File: config.mk
export PLATFORM = sky130hd
export DESIGN_NAME = bit_serial_adder
export DESIGN_NICKNAME = d
export VERILOG_FILES = /design/src/rtl/bit_serial_adder.sv
export SDC_FILE = /design/constraint.sdc
export NUM_CORES = 1
export LEC_CHECK = 0
export CORE_MARGIN = 10
export CORE_UTILIZATION = 45
export DETAILED_ROUTE_END_ITERATION = 8
export PLACE_DENSITY = 0.7
export SYNTH_ARGS = -nofsm -noshare
export SYNTH_HDL_FRONTEND = slang
export SYNTH_SLANG_ARGS = --single-unit
File: constraint.sdc
create_clock -name clk -period 4.5 [get_ports clk]
set_input_delay 1.35 -clock clk [delete_from_list [all_inputs] [get_ports clk]]
set_output_delay 1.35 -clock clk [all_outputs]
set_load 0.005 [all_outputs]
File: src/rtl/bit_serial_adder.sv
// Bit-serial adder: one reused full-adder cell built from gate primitives,
// LSB first, with a registered carry and a start/busy/done handshake.

module xor2 (
  input  logic a,
  input  logic b,
  output logic y
);
  assign y = a ^ b;
endmodule

module and2 (
  input  logic a,
  input  logic b,
  output logic y
);
  assign y = a & b;
endmodule

module or2 (
  input  logic a,
  input  logic b,
  output logic y
);
  assign y = a | b;
endmodule

module bit_serial_adder #(
  parameter int WIDTH = 8
) (
  input  logic             clk,
  input  logic             reset,
  input  logic             start,
  input  logic [WIDTH-1:0] a,
  input  logic [WIDTH-1:0] b,
  input  logic             cin,
  output logic             busy,
  output logic             done,
  output logic [WIDTH-1:0] sum,
  output logic             cout
);
  localparam int CNT_W = $clog2(WIDTH);

  typedef enum logic [1:0] {IDLE, RUN, DONE} state_t;

  state_t           state, state_nxt;
  logic [WIDTH-1:0] ra, rb, rs;
  logic             c;
  logic [CNT_W-1:0] cnt;
  logic             half_x, s, gen, prop, co;
  logic             last;

  xor2 u_xor_ab  (.a(ra[0]), .b(rb[0]),  .y(half_x));
  xor2 u_xor_s   (.a(half_x), .b(c),     .y(s));
  and2 u_and_gen (.a(ra[0]), .b(rb[0]),  .y(gen));
  and2 u_and_prp (.a(c),      .b(half_x), .y(prop));
  or2  u_or_co   (.a(gen),    .b(prop),  .y(co));

  assign last = (cnt == CNT_W'(WIDTH - 1));

  always_comb begin
    state_nxt = state;
    busy      = 1'b0;
    done      = 1'b0;
    case (state)
      IDLE: if (start) state_nxt = RUN;
      RUN: begin
        busy = 1'b1;
        if (last) state_nxt = DONE;
      end
      DONE: begin
        busy      = 1'b1;
        done      = 1'b1;
        state_nxt = IDLE;
      end
      default: state_nxt = IDLE;
    endcase
  end

  always_ff @(posedge clk) begin
    if (reset) state <= IDLE;
    else       state <= state_nxt;
  end

  // Operand/result shifters; sum and cout move only on the final RUN edge.
  always_ff @(posedge clk) begin
    if (reset) begin
      ra   <= '0;
      rb   <= '0;
      rs   <= '0;
      c    <= 1'b0;
      cnt  <= '0;
      sum  <= '0;
      cout <= 1'b0;
    end else begin
      case (state)
        IDLE: begin
          if (start) begin
            ra  <= a;
            rb  <= b;
            c   <= cin;
            cnt <= '0;
          end
        end
        RUN: begin
          ra  <= {1'b0, ra[WIDTH-1:1]};
          rb  <= {1'b0, rb[WIDTH-1:1]};
          rs  <= {s, rs[WIDTH-1:1]};
          c   <= co;
          cnt <= cnt + 1'b1;
          if (last) begin
            sum  <= {s, rs[WIDTH-1:1]};
            cout <= co;
          end
        end
        default: ;
      endcase
    end
  end

endmodule

==> flow_summary.yaml <==
placement:
  hpwl_um: 2300
  portBuffers: 30
  place_congestion: 0.723
  dpl_cell_area_um2: 2040
power:
  switchingPower_mw: 0.190
  p_sw_share_pct: 26.7
  max-vdd-ir-drop_mv: 0.195
  p_leak_nw: 0.765
  p_comb_share_pct: 17.8
  internal_power_mw: 0.522
  seqPwrFrac_pct: 51.9
  total_power_mw: 0.712
  clkPwrFrac_pct: 30.4
  powerDensity_nw_per_um2: 336
timing:
  setup_viol: 0
  skew_ps: 3.60
  rsz0062_at_grt: "false"
  fmax_mhz: 354
  final_max_slew_viol_count: 0
  worst_slew_pin_slew_ps: 545
  hold_viol: 0
  finalCritPeriodShare_pct: 62.9
  min_period_ps: 2830
  finalSetupTns_ps: 0
  slew-limit-headroom_pct: 63.7
floorplanning:
  die_height_um: 82.5
  die_area_um2: 6810
  core_um2: 3720
  die_w_um: 82.5
  initial_core_util_pct: 47.3
  rows: 22
  ioPinCount: 31
setup_path:
  worst_setup_path_start_kind: "flip-flop"
  r2r-start: "state[1]$_SDFFE_PP0P_"
  slowest_delay_ps: 490
  critPathKind: "reg -> out"
  reg2reg_depth: 6
  cp_slowest_cell: "clkdlybuf4s50_1"
  cp.required_ps: 3150
  endpoint_kind: "output port"
  arrival_ps: 1480
  path_cells: "inv_1 -> ha_1 -> clkdlybuf4s50_1"
  cp_num_buf_inv: 2
  crit_fanout: 3
  r2r-end: "rb[7]$_SDFFE_PP0P_"
  regToRegSetupSlack_ps: 2520
  path_delay_family: "buffers and inverters"
grt:
  grt_pass1_vias: 1240
  grt_max_degree: 44
  globalRouteTotalUtil_pct: 9.82
  grt_pass1_wl_um: 5300
  antenna_found_initial: 0
  grt_remaining_overflow: 0
clocking:
  cts_tree: "yes"
  cts.repair.resized: 0
  cts_setup_buffers: 0
  clock-root-buffer: "clkbuf_8"
  holdBufCountCts: 0
  cts.clk_slew.worst_paths_ps: 70
  clock_path_buffers: 2
  clock_latency_ps: 280
  h-tree-depth: 2
  cts_buffers: 5
  cts.sinks: 38
synthesis:
  yosysWarnings: 0
  netlist_instances: 173
  ys_ff_latch: 38
  yosysSeqAreaShare_pct: 43.2
  syn-cell-area_um2: 1760
  syn_area_per_cell_um2: 10.2
  synth_cell_types: 26
  synth_nets: 199
route:
  antenna_left: 0
  dr.pass1.iters: 4
  routed_wl_um: 3190
  drtIter0Drc: 72
  routedWlPerCell_um: 12.9
  drc: 0
  via_count: 1249
  viasPerCell: 5.06
cells_and_area:
  multiInputGateArea_um2: 890
  fillers: 335
  layout_common_cells: "38 x dfxtp_1, 30 x clkdlybuf4s50_1, 26 x nor2_1, 24 x mux2i_1, 15 x a211oi_2"
  regArea_um2: 761
  fin_area_um2: 2120
  nets: 225
  layout_commonest_cell: "dfxtp_1"
  insertedDiodeCount: 0
  area_growth_pct: 20.3
  layout-drive-gt1-share_pct: 14.6
worst_hold_path:
  hold_end: "sum[6]$_SDFFE_PP0P_"
  hold-path-cell-count: 2
  hp-start: "sum[6]$_SDFFE_PP0P_"
  hold_path_class: "reg -> reg"
job:
  max_cap_violations: 0
outcome:
  status: "completed"
layer usage:
layer / share of wire, % / global-route usage, %
met1: 42 / 9.67
met5: 0 / 0
met2: 50 / 17.7
met4: 1.1 / 3.01
met3: 6.8 / 4.97
metrics by stage:
step / util [%] / cells / worst slack (ps) / hold slack [ps]
CTS: 56.9 / 247 / 1650 / 457
global route: 56.9 / 247 / 1580 / 486
floorplan: - / 173 / 2420 / 443
detailed placement: 54.8 / 240 / 1620 / 447
finish: 56.9 / 247 / 1670 / 452
global placement: 54.8 / 240 / 1690 / 442
how the worst max path moves through the flow:
stage	start	endpoint	slack, ps	cells past startpoint
global placement	start	rb[7]$_SDFFE_PP0P_	1690	4
CTS	state[0]$_SDFFE_PP0P_	busy	1650	3
floorplan	start	ra[3]$_SDFFE_PP0P_	2420	4
global route	state[0]$_SDFFE_PP0P_	busy	1580	3
detailed placement	reset	cnt[0]$_SDFFE_PP0P_	1620	3
finish	state[0]$_SDFFE_PP0P_	busy	1670	3
power by group through the flow:
stage                     Combinational [mW]  Sequential (mW)  Clock, mW
after floorplan                        0.109            0.373          0
after global placement                 0.124            0.375          0
after detailed placement               0.128            0.377          0
after CTS                              0.129            0.369      0.221
after global routing                   0.140            0.371      0.235
final                                  0.126            0.369      0.216
tightest hold or removal path, stage by stage, from the launching register on:
cell     delay, ps
dfxtp_1        310
nand2_1         50
a21oi_1         50
sequential cells by signal, summed over array words and instances (netlist names):
register and flops:
ra 8, state 2, sum 8, rb 8, cnt 3, rs 7
cout 1, c 1
area by class of cell:
cell class,instances,area share (%)
flip-flops and latches,38,36.0
multi-input cells,119,42.0
clock buffers,5,3.25
well taps,48,2.84
inverters,3,0.532
repair buffers,32,14.9
clock inverters,2,0.473
Yosys cell counts (all sizes together):
cell type	n	share of area, %
o21ai	1	0.28
a32oi	2	1.0
nand2	12	2.7
nand3	9	2.6
xnor2	1	0.50
clkbuf	4	0.85
buf	9	4.8
mux2i	24	14
mux2	3	2.1
nor2	26	5.5
ha	5	3.6
a2111oi	1	0.57
and2b	1	0.43
dfxtp	38	43
nand2b	1	0.36
nor2b	2	0.71
a21oi	12	3.4
a211oi	17	12
fa	1	1.1
and3	1	0.36
inv	3	0.64
kinds of logic (layout without fill, tap and decap cells):
logic type,Yosys count,in the layout,synth area share [%]
adder cells (fa/ha/maj),6,6,4.69
AND/OR/NAND/NOR,52,52,12.7
multiplexers,27,27,15.8
buffers and inverters,16,42,6.33
XOR/XNOR,1,1,0.498
AO/OA/AOI/OAI,33,33,16.8
flip-flops,38,38,43.2
(Power assumes the default switching activity.)
